===== config.mk =====
export PLATFORM = sky130hd
export DESIGN_NAME = multicycle_adder
export DESIGN_NICKNAME = d
export VERILOG_FILES = /design/src/rtl/multicycle_adder.sv
export SDC_FILE = /design/constraint.sdc
export NUM_CORES = 1
export LEC_CHECK = 0
export ABC_AREA = 1
export ABC_CLOCK_PERIOD_IN_PS = 4700
export BUFFER_PORTS_ARGS = -buffer_cell sky130_fd_sc_hd__buf_4
export CELL_PAD_IN_SITES_DETAIL_PLACEMENT = 0
export CELL_PAD_IN_SITES_GLOBAL_PLACEMENT = 1
export CORE_MARGIN = 8
export CORE_UTILIZATION = 30
export DETAILED_ROUTE_END_ITERATION = 7
export PLACE_DENSITY_LB_ADDON = 0.1
export SYNTH_ARGS = -nofsm -noshare
export SYNTH_HDL_FRONTEND = slang
export SYNTH_SLANG_ARGS = --single-unit

===== constraint.sdc =====
create_clock -name clk -period 4.7 [get_ports clk]
set_clock_uncertainty 0.15 [all_clocks]
set_input_delay 0.94 -clock clk [delete_from_list [all_inputs] [get_ports clk]]
set_output_delay 0.94 -clock clk [all_outputs]
set_load 0.03 [all_outputs]

===== src/rtl/multicycle_adder.sv =====
// Multi-cycle adder/subtractor: adds WIDTH-bit operands one CHUNK-bit slice per clock, LSB first.
// Subtraction is enabled by defining MULTICYCLE_ADDER_SUB_EN; otherwise the block is add-only.
module multicycle_adder #(
    parameter int unsigned WIDTH = 32,
    parameter int unsigned CHUNK = 8
) (
    input  logic             clk,
    input  logic             rst_n,
    input  logic             start,
    input  logic             sub,
    input  logic [WIDTH-1:0] a,
    input  logic [WIDTH-1:0] b,
    output logic             busy,
    output logic             done,
    output logic [WIDTH-1:0] sum,
    output logic             cout,
    output logic             ovf,
    output logic             zero
);

    localparam int unsigned N  = WIDTH / CHUNK;
    localparam int unsigned CW = (N > 1) ? $clog2(N) : 1;
    localparam logic [CW-1:0]    LAST       = CW'(N - 1);
    localparam logic [WIDTH-1:0] SLICE_MASK = WIDTH'({CHUNK{1'b1}});

    typedef enum logic [1:0] {IDLE, RUN, DONE} state_t;

    state_t           state_q, state_d;
    logic [WIDTH-1:0] opa_q, opa_d, opb_q, opb_d, sum_q, sum_d;
    logic [CW-1:0]    cnt_q, cnt_d;
    logic             carry_q, carry_d;
    logic             cout_q, cout_d, ovf_q, ovf_d, zero_q, zero_d;

    logic [WIDTH-1:0] opb_in;
    logic             carry_in;

`ifdef MULTICYCLE_ADDER_SUB_EN
    assign opb_in   = b ^ {WIDTH{sub}};
    assign carry_in = sub;
`else
    logic unused_sub;
    assign opb_in     = b;
    assign carry_in   = 1'b0;
    assign unused_sub = sub;
`endif

    logic [31:0]      base;
    logic [WIDTH-1:0] a_sh, b_sh, sum_merged;
    logic [CHUNK-1:0] sa, sb, ss;
    logic [CHUNK:0]   res;
    logic             msb_cin;

    // Shifts rather than variable part-selects keep the slice mux width-clean for any CHUNK.
    always_comb begin
        base       = 32'(cnt_q) * CHUNK;
        a_sh       = opa_q >> base;
        b_sh       = opb_q >> base;
        sa         = a_sh[CHUNK-1:0];
        sb         = b_sh[CHUNK-1:0];
        res        = {1'b0, sa} + {1'b0, sb} + {{CHUNK{1'b0}}, carry_q};
        ss         = res[CHUNK-1:0];
        msb_cin    = sa[CHUNK-1] ^ sb[CHUNK-1] ^ ss[CHUNK-1];
        sum_merged = (sum_q & ~(SLICE_MASK << base)) | (WIDTH'(ss) << base);
    end

    always_comb begin
        state_d = state_q;
        opa_d   = opa_q;
        opb_d   = opb_q;
        sum_d   = sum_q;
        cnt_d   = cnt_q;
        carry_d = carry_q;
        cout_d  = cout_q;
        ovf_d   = ovf_q;
        zero_d  = zero_q;
        unique case (state_q)
            IDLE, DONE: begin
                if (start) begin
                    opa_d   = a;
                    opb_d   = opb_in;
                    carry_d = carry_in;
                    cnt_d   = '0;
                    sum_d   = '0;
                    cout_d  = 1'b0;
                    ovf_d   = 1'b0;
                    zero_d  = 1'b0;
                    state_d = RUN;
                end else begin
                    state_d = IDLE;
                end
            end
            RUN: begin
                sum_d   = sum_merged;
                carry_d = res[CHUNK];
                if (cnt_q == LAST) begin
                    state_d = DONE;
                    cout_d  = res[CHUNK];
                    ovf_d   = msb_cin ^ res[CHUNK];
                    zero_d  = (sum_merged == '0);
                end else begin
                    cnt_d = cnt_q + 1'b1;
                end
            end
            default: state_d = IDLE;
        endcase
    end

    always_ff @(posedge clk or negedge rst_n) begin
        if (!rst_n) begin
            state_q <= IDLE;
            opa_q   <= '0;
            opb_q   <= '0;
            sum_q   <= '0;
            cnt_q   <= '0;
            carry_q <= 1'b0;
            cout_q  <= 1'b0;
            ovf_q   <= 1'b0;
            zero_q  <= 1'b0;
        end else begin
            state_q <= state_d;
            opa_q   <= opa_d;
            opb_q   <= opb_d;
            sum_q   <= sum_d;
            cnt_q   <= cnt_d;
            carry_q <= carry_d;
            cout_q  <= cout_d;
            ovf_q   <= ovf_d;
            zero_q  <= zero_d;
        end
    end

    assign busy = (state_q == RUN);
    assign done = (state_q == DONE);
    assign sum  = sum_q;
    assign cout = cout_q;
    assign ovf  = ovf_q;
    assign zero = zero_q;

endmodule


# Word-level counts from Yosys, hierarchy flattened

Cells that the tools add are included.

Flip-flop bits (word level): 104
Input port bits: 68

Reduce and logical (&&, ||, !) cells: 8
Add/sub/neg operators: 3
Equality and inequality tests: 6
Bitwise operators: 6
Multiplexer cells: 16
Shift-type cells: 4

Operators by type and width:

| cell                 | number |
|---|---|
| $pmux 32 s2          | 1 |
| $shr 32x5->8         | 2 |
| $and 32x32->32       | 1 |
| $logic_not 32->1     | 1 |
| $mux 32              | 1 |
| $not 32->32          | 1 |
| $or 32x32->32        | 1 |
| $shl 8x5->32         | 1 |
| $shl 8x5->32 const A | 1 |
| $add 8x8->9          | 1 |
| $add 9x1->9          | 1 |
| $pmux 1 s2           | 4 |
| $pmux 2 s2           | 2 |
| $mux 2               | 3 |
| $reduce_and 3->1     | 2 |
| $mux 1               | 5 |
| $eq 2x2->1 const B   | 2 |
| $ne 2x2->1 const B   | 2 |
| $reduce_and 2->1     | 2 |
| $xor 1x1->1          | 3 |
| $add 2x1->2 const B  | 1 |
| $eq 2x1->1 const B   | 1 |
| $logic_not 2->1      | 1 |
| $ne 2x1->1 const B   | 1 |
| other kinds (2)      | 2 |

# Logic depth before layout (Yosys ltp)

Word-level depth: 8
Gate-level depth with buffers: 23

# Worst setup path after synthesis

No wires, ideal clock.

Kind: reg-to-reg
Start: register cnt_q[0]
End: register zero_q, in the netlist zero
Cell stages (with the launch flop): 22
Required time: 4.485 ns
Setup slack: 1.545 ns
Arrival: 2.940 ns
Setup time: 0.065 ns
Path buffers: 3
Cells stage by stage: dfrtp_1 inv_2 buf_6 buf_2 clkbuf_1 nor2_1 o22ai_1 fa_1 inv_1 fa_1 nor2_1 a21oi_1 nand2_1 nor2_1 nand2_1 nor2_1 nand2_1 nor2_1 nand2_1 nor2_1 nand2_1 nand2_1

Longest elaborated chain between the ends: 8

RTL lines:

| what                                   | RTL line | text |
|---|---|---|
| start, declared                        | 30       | `logic [CW-1:0] cnt_q, cnt_d;` |
| start signal, assigned                 | 124      | `cnt_q <= cnt_d;` |
| $shr 32x5->8, on equally long branches | 56, 57   |  |
| $add 8x8->9                            | 60       | `res = {1'b0, sa} + {1'b0, sb} + {{CHUNK{1'b0}}, carry_q};` |
| $add 9x1->9                            | 60       |  |
| $shl 8x5->32                           | 63       | `sum_merged = (sum_q & ~(SLICE_MASK << base)) \| (WIDTH'(ss) << base);` |
| $or 32x32->32                          | 63       |  |
| $logic_not 32->1                       | 99       | `zero_d = (sum_merged == '0);` |
| $mux 1                                 | 95       | `if (cnt_q == LAST) begin` |
| $pmux 1 s2                             | 76       | `unique case (state_q)` |
| end signal, assigned                   | 128      | `zero_q <= zero_d;` |
| end, declared                          | 32       | `logic cout_q, cout_d, ovf_q, ovf_d, zero_q, zero_d;` |

Parallel ways exist; a longest one is shown, timed or not. The select of a mux whose other input is x is not followed.
A chain may end at the register's enable or synchronous reset.

# Final worst setup path

Start: register cnt_q[1]
End: register zero_q, in the netlist zero

The elaborated chain is that of the path after synthesis.

==> impl_metrics.py <==
metrics = {
    "global_route": {
        "grt.overflow.total": 0,
        "first_global_vias": 5105,
        "antenna_found_initial": 0,
        "grt_use_total_pct": 15.2,
        "grt_pass1_wl_um": 27100,
        "grt_max_degree": 93,
    },
    "clocking": {
        "cts_setup_buffers": 0,
        "clk_latency_ns": 0.35,
        "cts_hold_buf": 0,
        "cts-root-buf": "clkbuf_16",
        "cts_max_level": 3,
        "max-clock-path-buffers": 2,
        "path_clk_slew_ns": 0.07,
        "cts_made_buffers": 9,
        "cts_num_sinks": 104,
        "tritoncts": "yes",
        "cts_resized": 0,
    },
    "drt": {
        "vias": 4962,
        "dr.pass1.iters": 4,
        "routed_wl_um": 16700,
        "drcViolationCount": 0,
        "wl_per_cell_um": 15.8,
        "final_antenna_net_count": 0,
        "dr.first_iter.drc_count": 283,
        "avgViaCountPerCell": 4.71,
    },
    "yosys": {
        "syn-cell-area_um2": 5400,
        "synth_top_area_cell": "dfrtp_1",
        "syn_inst": 735,
        "synth-async-reset-ratio_pct": 100,
        "synthTopCellsByCount": "nand2_1, dfrtp_1, nor2_1",
        "synth.distinct_cells": 27,
        "synth_top_area_share_pct": 48.2,
        "syn_area_per_cell_um2": 7.34,
        "synth_enable_flop_cells": 0,
        "yosysWarnings": 0,
        "synth_seq_area_share_pct": 48.2,
        "yosys-top-cells-area": "dfrtp_1, nand2_1, nand3_1",
        "synth_fp_nets": 816,
        "yosysMostFrequentCell": "nand2_1",
        "ys.flop_type": "dfrtp_1",
        "synth-seq-cells": 104,
    },
    "sta": {
        "timing.final.crit_share_pct": 74.9,
        "hold_viol": 0,
        "fmax_mhz": 284,
        "holdWs_ns": 0.328,
        "maxSlewHeadroom_pct": 32.2,
        "min_period_ns": 3.52,
        "rsz0062_at_grt": "no",
        "fin_setup_tns_ns": 0,
        "setup_violations": 0,
        "worst_slew_pin_slew_ns": 1.02,
        "final_max_slew_viol_count": 0,
    },
    "power_and_ir_drop": {
        "p_seq_share_pct": 26.3,
        "peakVddDrop_mv": 0.370,
        "p_leak_uw": 0.00360,
        "pwr-share-comb_pct": 60.0,
        "p_sw_share_pct": 50.6,
        "clkPwrFrac_pct": 13.7,
        "p_int_uw": 2880,
        "p_switching_uw": 2950,
        "power.density_nw_per_um2": 873,
    },
    "place": {
        "place.gp.congestion": 0.800,
        "port_buffers": 103,
        "post-place-cells": 1038,
        "dp_hpwl_um": 11900,
    },
    "floorplanning": {
        "rows": 49,
        "die_w_um": 150,
        "start_util_pct": 30.4,
        "die_y_um": 150,
        "die_area_um2": 22500,
        "ios": 105,
        "core_area_um2": 17800,
    },
    "worst_setup_path": {
        "r2r_slack_ns": 1.18,
        "cp_cell_sequence": "buf_4, o21ai_0, o22ai_1, fa_1, inv_1, fa_1, inv_1, nand2_1, nand2_1, nand3_1, nand2_1, nand2_1, nand4_1, nand2_1, nor2_1, nand2_1, nor2_1, nand2_1, nand2_1",
        "cp_max_fo": 31,
        "crit_type": "register to register",
        "max_stage_delay_ns": 0.38,
        "required_ns": 4.84,
        "crit_top_cell": "nand2_1",
        "end_kind": "register",
        "arrival_ns": 3.66,
        "start_kind": "register",
        "cp_slowest_cell": "fa_1",
    },
    "job": {
        "cap_viol_max_count": 0,
    },
    "worst_hold_path": {
        "hp-class": "register to register",
    },
    "run_status": {
        "status": "complete, no violations",
    },
    "layout": {
        "area_growth_syn_to_layout_pct": 23.6,
        "drive_above_1_share_pct": 16.8,
        "n_antenna_cell": 0,
        "stdcell_count": 1054,
        "fin_nets": 901,
    },
}
==> final cells by class <==
cell class / instances / area, um2
fillers: 1929 / 11100
flip-flops and latches: 104 / 2600
multi-input cells: 554 / 2470
repair buffers: 113 / 848
well taps: 229 / 287
clock buffers: 11 / 253
inverters: 38 / 143
clock inverters: 5 / 63.8
==> per-layer routing <==
metal | track usage (%) | vias up | wire length, um | share of wire [%]
met2 | 25.2 | 93 | 7820 | 47
met5 | 0 | - | 0 | 0
met4 | 4.45 | 0 | 179 | 1.1
met3 | 2.34 | 11 | 576 | 3.5
li1 | - | 2516 | - | -
met1 | 20.2 | 2342 | 8120 | 49
==> layout by cell type (no fill, tap or decap), drive strengths merged, types with 3 or more instances in the layout <==
cell type  count
ha            11
nand3         51
nor2          61
nand4         12
o22ai         19
dfrtp        104
clkinv         3
buf          113
inv           38
nand2        340
a21oi         10
clkbuf        11
o21ai         38
==> final timing paths <==
kind	end	from	depth (start not counted)
max reg2reg	zero	cnt_q[1]	19
min reg2reg	opb_q[16]	opb_q[16]	2
min	opb_q[16]	opb_q[16]	2
max	zero	cnt_q[1]	19
min in group asynchronous	sum[8]	rst_n	1
max in group asynchronous	opb_q[5]	rst_n	2
==> through the flow <==
step                      power [uW]  utilization, %  worst slack [ns]  area [um2]
final                           5820            37.5              1.18        6670
after floorplan                 4010               -              1.54        5400
after CTS                       5920            37.5              1.09        6670
after global placement          5060            35.7              1.11        6350
after global routing            6440            37.5             0.843        6670
after detailed placement        5080            35.7              1.13        6350
==> critical path, delay by kind of cell (launching register included) <==
| family | cells | cell delay (ns) |
|---|---|---|
| DFF | 1 | 0.37 |
| AOI/OAI and AO/OA | 2 | 0.52 |
| adders and majority gates | 2 | 0.68 |
| and+or+nand+nor | 12 | 1.21 |
| buffers and inverters | 3 | 0.51 |
==> flip-flops by register name, summed over array words and instances, names as in the netlist <==
register,flops
state_q,2
opa_q,32
zero,1
ovf,1
opb_q,32
sum,32
cnt_q,2
carry_q,1
cout,1
==> cell families (layout without fill, tap and decap cells) <==
logic type	Yosys count	count (layout)	synth area share, %
and+or+nand+nor	468	468	34.9
DFF	104	104	48.2
buffers and inverters	77	167	5.98
AOI/OAI and AO/OA	73	73	7.58
adders and majority gates	13	13	3.29
==> power groups by stage <==
stage / Sequential [uW] / Combinational [uW] / Clock, uW
after global placement: 1540 / 3520 / 0
after detailed placement: 1540 / 3540 / 0
final: 1530 / 3500 / 799
after CTS: 1530 / 3570 / 820
after floorplan: 1680 / 2330 / 0
after global routing: 1580 / 4010 / 856
Power figures use the tool's default switching activity.
